[config.mk]
export PLATFORM = sky130hd
export DESIGN_NAME = series_accum
export DESIGN_NICKNAME = d
export VERILOG_FILES = /design/src/rtl/series_accum_pkg.sv /design/src/rtl/series_term.sv /design/src/rtl/series_accum.sv
export SDC_FILE = /design/constraint.sdc
export NUM_CORES = 1
export LEC_CHECK = 0
export ABC_AREA = 1
export BUFFER_PORTS_ARGS = -buffer_cell sky130_fd_sc_hd__buf_2
export CELL_PAD_IN_SITES_DETAIL_PLACEMENT = 1
export CELL_PAD_IN_SITES_GLOBAL_PLACEMENT = 1
export CORE_UTILIZATION = 44
export CTS_CLUSTER_SIZE = 12
export DETAILED_ROUTE_END_ITERATION = 10
export PLACE_DENSITY_LB_ADDON = 0.1
export SLEW_MARGIN = 20
export SYNTH_ARGS = -nofsm -noshare
export SYNTH_HDL_FRONTEND = slang
export SYNTH_HIERARCHICAL = 1
export SYNTH_SLANG_ARGS = --single-unit
[constraint.sdc]
create_clock -name clk -period 7.4 [get_ports clk]
set_input_delay 0.74 -clock clk [delete_from_list [all_inputs] [get_ports clk]]
set_output_delay 0.74 -clock clk [all_outputs]
set_load 0.05 [all_outputs]
[src/rtl/series_accum_pkg.sv]
// Shared state encoding and series-mode constants for the series accumulator.
// Purely declarative: no logic, no latency, no flow control.
package series_accum_pkg;

    // 2'b10 is deliberately unused; the FSM treats it as illegal and recovers to IDLE.
    typedef enum logic [1:0] {
        IDLE = 2'b00,
        BUSY = 2'b01,
        DONE = 2'b11
    } state_t;

    localparam logic [1:0] MODE_SUM = 2'b00;
    localparam logic [1:0] MODE_SQ  = 2'b01;
    localparam logic [1:0] MODE_ODD = 2'b10;

endpackage

[src/rtl/series_term.sv]
// Series term generator: i, i*i or 2i-1 at 2*N_WIDTH bits (reserved mode acts as i).
// Latency: purely combinational, zero cycles.
// Backpressure: none; the owner decides when the term is consumed.
module series_term
    import series_accum_pkg::*;
#(
    parameter int N_WIDTH = 4
) (
    input  logic [N_WIDTH-1:0]   i,
    input  logic [1:0]           mode,
    output logic [2*N_WIDTH-1:0] term
);

    localparam int TW = 2 * N_WIDTH;

    logic [TW-1:0] i_ext;

    assign i_ext = TW'(i);

    // Kept separate so the multiplier can be pipelined without touching the FSM.
    always_comb begin
        term = i_ext;
        case (mode)
            MODE_SQ:  term = i_ext * i_ext;
            MODE_ODD: term = (i_ext << 1) - TW'(1);
            default:  term = i_ext;
        endcase
    end

endmodule

[src/rtl/series_accum.sv]
// Iterative series accumulator: sums term(i) for i = N down to 1, one term per clock, saturating.
// Latency: sum_valid rises N edges after the accepting edge (same edge's result for N=0).
// Backpressure: one job at a time; n_ready is low until the result is acknowledged in DONE.
module series_accum
    import series_accum_pkg::*;
#(
    parameter int N_WIDTH   = 4,
    parameter int SUM_WIDTH = 12
) (
    input  logic                 clk,
    input  logic                 reset,
    input  logic [N_WIDTH-1:0]   n_in,
    input  logic [1:0]           mode_in,
    input  logic                 n_valid_in,
    output logic                 n_ready,
    output logic [SUM_WIDTH-1:0] sum_out,
    output logic                 sum_valid,
    input  logic                 sum_ack,
    output logic                 overflow,
    output logic                 busy
);

    localparam int TW = 2 * N_WIDTH;

    generate
        if (SUM_WIDTH < 2 * N_WIDTH) begin : g_width_check
            $error("series_accum: SUM_WIDTH must be at least 2*N_WIDTH");
        end
    endgenerate

    state_t               state_q;
    state_t               state_d;
    logic [N_WIDTH-1:0]   i_q;
    logic [1:0]           mode_q;
    logic [SUM_WIDTH-1:0] sum_q;
    logic                 ovf_q;
    logic                 vld_q;

    logic                 accept;
    logic                 step;
    logic                 set_vld;
    logic                 clr_vld;

    logic [TW-1:0]        term;
    logic [SUM_WIDTH:0]   sum_raw;
    logic                 carry;

    series_term #(
        .N_WIDTH (N_WIDTH)
    ) u_term (
        .i    (i_q),
        .mode (mode_q),
        .term (term)
    );

    assign sum_raw = {1'b0, sum_q} + (SUM_WIDTH + 1)'(term);
    assign carry   = sum_raw[SUM_WIDTH];

    always_ff @(posedge clk or posedge reset) begin
        if (reset) begin
            state_q <= IDLE;
        end else begin
            state_q <= state_d;
        end
    end

    always_comb begin
        state_d = state_q;
        accept  = 1'b0;
        step    = 1'b0;
        set_vld = 1'b0;
        clr_vld = 1'b0;
        n_ready = 1'b0;
        busy    = 1'b0;
        case (state_q)
            IDLE: begin
                n_ready = 1'b1;
                if (n_valid_in) begin
                    accept = 1'b1;
                    if (n_in == '0) begin
                        state_d = DONE;
                        set_vld = 1'b1;
                    end else begin
                        state_d = BUSY;
                    end
                end
            end
            BUSY: begin
                busy = 1'b1;
                step = 1'b1;
                if (i_q == N_WIDTH'(1)) begin
                    state_d = DONE;
                    set_vld = 1'b1;
                end
            end
            DONE: begin
                busy = 1'b1;
                if (sum_ack) begin
                    state_d = IDLE;
                    clr_vld = 1'b1;
                end
            end
            default: begin
                state_d = IDLE;
            end
        endcase
    end

    // Once saturated the sum keeps stepping at all-ones so latency never depends on data.
    always_ff @(posedge clk or posedge reset) begin
        if (reset) begin
            i_q    <= '0;
            mode_q <= MODE_SUM;
            sum_q  <= '0;
            ovf_q  <= 1'b0;
            vld_q  <= 1'b0;
        end else begin
            if (accept) begin
                mode_q <= mode_in;
                i_q    <= n_in;
                sum_q  <= '0;
                ovf_q  <= 1'b0;
            end else if (step) begin
                sum_q <= carry ? '1 : sum_raw[SUM_WIDTH-1:0];
                ovf_q <= ovf_q | carry;
                i_q   <= i_q - N_WIDTH'(1);
            end
            if (set_vld) begin
                vld_q <= 1'b1;
            end else if (clr_vld) begin
                vld_q <= 1'b0;
            end
        end
    end

    assign sum_out   = sum_q;
    assign sum_valid = vld_q;
    assign overflow  = ovf_q;

endmodule
# ---- Word level (Yosys, flattened, before mapping)
# Index checks and enable logic that the tools add are counted.
dict set report totals {
  input_bits 10
  wordCells 51
  register_bits 22
  out_inout_bits 16
}
dict set report classes {
  multipliers 1
  addsub 3
  eq_ne 8
  bitwise_logic 1
  reduce_logical 6
  mux 26
}
# op count
set op_table {}
lappend op_table {{$mux W12} 3}
lappend op_table {{$pmux W8 S2} 1}
lappend op_table {{$mux W1} 14}
lappend op_table {{$add A12 B8 Y13} 1}
lappend op_table {{$mul A4 B4 Y8} 1}
lappend op_table {{$mux W2} 4}
lappend op_table {{$mux W4} 2}
lappend op_table {{$ne A2 B2 Y1 const B} 3}
lappend op_table {{$pmux W2 S3} 1}
lappend op_table {{$sub A5 B1 Y6 const B} 1}
lappend op_table {{$eq A2 B1 Y1 const B} 2}
lappend op_table {{$eq A2 B2 Y1 const B} 2}
lappend op_table {{$eq A4 B1 Y1 const B} 1}
lappend op_table {{$logic_not A4 Y1} 1}
lappend op_table {{$reduce_bool A2 Y1} 2}
lappend op_table {{$sub A4 B1 Y4 const B} 1}
lappend op_table {{$reduce_and A3 Y1} 1}
lappend op_table {{$logic_not A2 Y1} 1}
lappend op_table {{$pmux W1 S2} 1}
lappend op_table {{$reduce_or A2 Y1} 1}
lappend op_table {{$or A1 B1 Y1} 1}

# ---- Depth between registers and ports, before layout
dict set report depth {
  depth_word 6
  mapped_depth 19
  mapped_depth_nobuf 19
}

# ---- By module
# Netlist, hierarchy kept.
# module cells_per_inst seq_area_each_um2 area_per_inst_um2 instances
set by_module_without_submodules {}
lappend by_module_without_submodules {series_accum 221 550.5 1555.2 1}
lappend by_module_without_submodules {series_term 66 0.0 365.4 1}

# ---- Worst setup path before layout
# No wires, ideal clock.
dict set report synth_path {
  path_type {register to register}
  from {register i_q[2]}
  to {register sum_q[7] (netlist: sum_out[7])}
  setup_time_ps 118
  stages_incl_launch_ff 16
  period_less_slack_ps 2401
  arrival_ps 2283
  required_ps 7282
  path_buffers 0
  path_slack_ps 4999
  path_cell_list {dfrtp_1 inv_2 nor2_1 ha_1 or2_2 nand3_1 a21oi_1 ha_1 nand2_1 nor2_1 nand2_1 nand2_1 xor2_1 nand2_1 nand2_1 nand2_1}
}
dict set report synth_between {
  elab_chain_cells 6
  elab_cells_between_ends 7
  classes_between {add/sub: 2; mul: 1; mux: 4}
}
# element line
set synth_rtl {}
lappend synth_rtl {{start, declared} series_accum.sv:33} ;# logic [N_WIDTH-1:0] i_q;
lappend synth_rtl {{start signal, assigned} series_accum.sv:120} ;# i_q <= n_in;
lappend synth_rtl {{start signal, assigned} series_accum.sv:126} ;# i_q <= i_q - N_WIDTH'(1);
lappend synth_rtl {{$mul A4 B4 Y8 / $sub A5 B1 Y6 (equally long branches)} {series_term.sv:24, series_term.sv:25}}
lappend synth_rtl {{$pmux W8 S2 (*)} series_term.sv:23} ;# case (mode)
lappend synth_rtl {{named net term[4]} series_accum.sv:44} ;# logic [TW-1:0] term;
lappend synth_rtl {{$add A12 B8 Y13 (*)} series_accum.sv:56} ;# assign sum_raw = {1'b0, sum_q} + (SUM_WIDTH + 1)'(term);
lappend synth_rtl {{$mux W12 (*)} series_accum.sv:124} ;# sum_q <= carry ? '1 : sum_raw[SUM_WIDTH-1:0];
lappend synth_rtl {{$mux W12 (*)} series_accum.sv:123} ;# end else if (step) begin
lappend synth_rtl {{$mux W12 (*)} series_accum.sv:118} ;# if (accept) begin
lappend synth_rtl {{end signal, assigned} series_accum.sv:124}
lappend synth_rtl {{end, declared} series_accum.sv:35} ;# logic [SUM_WIDTH-1:0] sum_q;
# Mark *: on every way through the listed nets, which the timed path passes. The rest lies on a longest branch. The select of a mux whose other input is x is not followed.
# A chain may end at the register's enable or synchronous reset.

# ---- Worst setup path in the final report
dict set report layout_path {
  from {register i_q[2]}
  to {register sum_q[6] (netlist: sum_out[6])}
}
# The elaborated chain is that of the path after synthesis.

==> flow_summary.json <==
{
  "track_usage": 0.2515,
  "synthTopCellsByArea": "dfrtp_1 29%, nand2_1 20%, ha_1 12%",
  "postRouteAntennaNets": 0,
  "synth_xor_area_frac": 0.02280,
  "r2r_setup_slack_ps": 4530,
  "regArea_um2": 550.5,
  "hold_depth": 2,
  "min_period_ps": 2875,
  "drv_cap": 0,
  "path_clk_slew_ps": 100,
  "worstReg2RegEnd": "sum_out[6]",
  "rsz0062_at_grt": "no",
  "syn2layout_area_growth_pct": 12.18,
  "worst_pin_slew_ps": 886.7,
  "grt_max_degree": 23,
  "dr_total_vias": 1875,
  "portBuffers": 25,
  "grt_use_met1": 0.3546,
  "cp-end-kind": "flip-flop",
  "cts_setup_buffers": 0,
  "slew_headroom": 0.4082,
  "fin_tns_setup_ps": 0,
  "viasPerCell": 5.180,
  "synth_nets": 316,
  "period_share": 0.3884,
  "ctsResizeCount": 0,
  "drt_iter0_drc": 61,
  "io-pin-count": 26,
  "synthAdderAreaFrac": 0.1277,
  "drc": 0,
  "die_x_um": 68.07,
  "syn_inst": 287,
  "status": "finished clean",
  "dp_hpwl_mm": 4.095,
  "synth.most_common_cell": "nand2_1",
  "crit_fanout": 10,
  "cts_tree": "yes",
  "ys_warn_count": 6,
  "cp.arrival_ps": 3050,
  "synthFlopType": "dfrtp_1",
  "yosysTopAreaCellShare": 0.2866,
  "min_to": "sum_valid",
  "grt.busiest_layer": "met2",
  "start_util": 0.4700,
  "syn_area_mm2": 0.001921,
  "core_area_mm2": 0.004086,
  "grt_pass1_vias": 1832,
  "met2_usage": 0.4093,
  "synth.distinct_cells": 33,
  "htree_num_levels": 1,
  "cts_sinks": 22,
  "r2r-start": "i_q[2]",
  "setup_viol": 0,
  "postCtsHoldBufs": 0,
  "wire_per_inst_um": 14.50,
  "synth_edf_count": 0,
  "die-area_mm2": 0.004634,
  "synthArstFlopShare": 1.000,
  "holdWs_ps": 502.7,
  "yosys.area_share.simple": 0.3674,
  "final_cells": 362,
  "antenna_found_initial": 0,
  "grt-ovfl-total": 0,
  "synthTopCellsByCount": "103 x nand2_1, 36 x inv_1, 25 x nand3_1",
  "rows": 23,
  "finish.net_count": 342,
  "gp_congestion": 0.8109,
  "synth_compound_area_frac": 0.1003,
  "worstPathRequired_ps": 7570,
  "synth_top_family_by_area": "simple AND/OR/NAND/NOR gates",
  "synthMuxAreaShare": 0,
  "synth_top_area_cell": "dfrtp_1",
  "cts_buffers": 3,
  "routed_wl_mm": 5.248,
  "timing.final.hold_violations": 0,
  "placed_cells": 358,
  "cts.path.max_buffers": 2,
  "fmax_mhz": 347.9,
  "insertion_delay_ps": 280,
  "worstRegToRegCells": 16,
  "antennaDiodeCount": 0,
  "die_y_um": 68.07,
  "fin_skew_ps": 9.301,
  "multiInputGateArea_mm2": 0.001187,
  "critPathLaunchType": "flip-flop",
  "cts_root_buf": "clkbuf_8",
  "syn_avg_cell_area_um2": 6.692,
  "slew_violations": 0,
  "drt-pass1-iter-count": 4,
  "min_path_type": "reg2reg",
  "grt_pass1_wl_mm": 8.707,
  "fillers": 568,
  "use_met3": 0.02667,
  "criticalPathCategory": "reg2reg",
  "drive_gt1_frac": 0.1474,
  "yosysSeqAreaShare": 0.2866,
  "ys_ff_latch": 22,
  "min-delay-start": "sum_valid"
}
==> registers in the layout (all words and copies together) (netlist names) <==
name,count
state_q,2
overflow,1
sum_valid,1
sum_out,12
i_q,4
mode_q,2
==> cell usage in the layout (no fill, tap or decap), types with 2 or more instances in the layout <==
| cell type | n |
|---|---|
| xnor2_1 | 4 |
| nand3_1 | 25 |
| nand3b_1 | 2 |
| inv_2 | 6 |
| dfrtp_1 | 22 |
| o21ai_0 | 7 |
| nand2_2 | 4 |
| nand4_1 | 5 |
| nand2_1 | 103 |
| nand2_4 | 2 |
| clkbuf_8 | 3 |
| nor2_1 | 16 |
| inv_1 | 36 |
| ha_1 | 18 |
| a21oi_1 | 13 |
| o221ai_1 | 2 |
| buf_2 | 25 |
| o21ai_1 | 4 |
==> worst max-delay path: stages, from the launching register on <==
cell      delay [ps]
dfrtp_1          480
inv_2            150
nor2_1            60
ha_1             360
nand2_1           70
o21ai_1          110
nand3b_1         110
a21oi_1          190
ha_1             320
a21oi_2          260
nor2_1           110
nor2_4           120
nand2_4           80
nand2_4          130
nand3_1          100
nand2_1           60
nand2_1           50
==> cells by family (layout without fill, tap and decap cells) <==
group,after synthesis,count (layout)
fa+ha+maj,19,19
compound gates,33,33
xor+xnor,5,5
buf+inv,46,71
flops,22,22
simple gates,162,162
==> cell type report <==
type                            instances  share of cell area
Clock inverter                          1             0.01394
Multi-Input combinational cell        219              0.5511
Tap cell                               50             0.02904
Timing Repair Buffer                   25             0.05807
Sequential cell                        22              0.2555
Clock buffer                            3             0.01916
Inverter                               42             0.07317
==> how the worst max path moves through the flow <==
stage | startpoint | to | slack [ps] | depth (start not counted)
finish | i_q[2] | sum_out[6] | 4530 | 16
global route | i_q[2] | sum_out[6] | 4320 | 16
CTS | i_q[2] | sum_out[6] | 4530 | 16
detailed placement | i_q[2] | sum_out[6] | 4560 | 16
global placement | i_q[2] | sum_out[9] | 4570 | 16
floorplan | i_q[2] | sum_out[7] | 5000 | 15
==> per-layer routing <==
| metal | part of all wire | up-vias |
|---|---|---|
| li1 | - | 975 |
| met1 | 0.52 | 875 |
| met2 | 0.46 | 21 |
| met3 | 0.017 | 4 |
| met4 | 0.0093 | 0 |
| met5 | 0 | - |
==> through the flow <==
step	util	worst slack, ps	area [µm²]
3_5_place_dp	0.5098	4560	2083
6_report	0.5273	4525	2155
3_3_place_gp	0.5098	4573	2083
2_1_floorplan	-	4999	1921
4_1_cts	0.5273	4528	2155
5_1_grt	0.5273	4325	2155
Power is not shown: default switching activity piles up to over one toggle a cycle in this logic, so the estimate is an artifact.
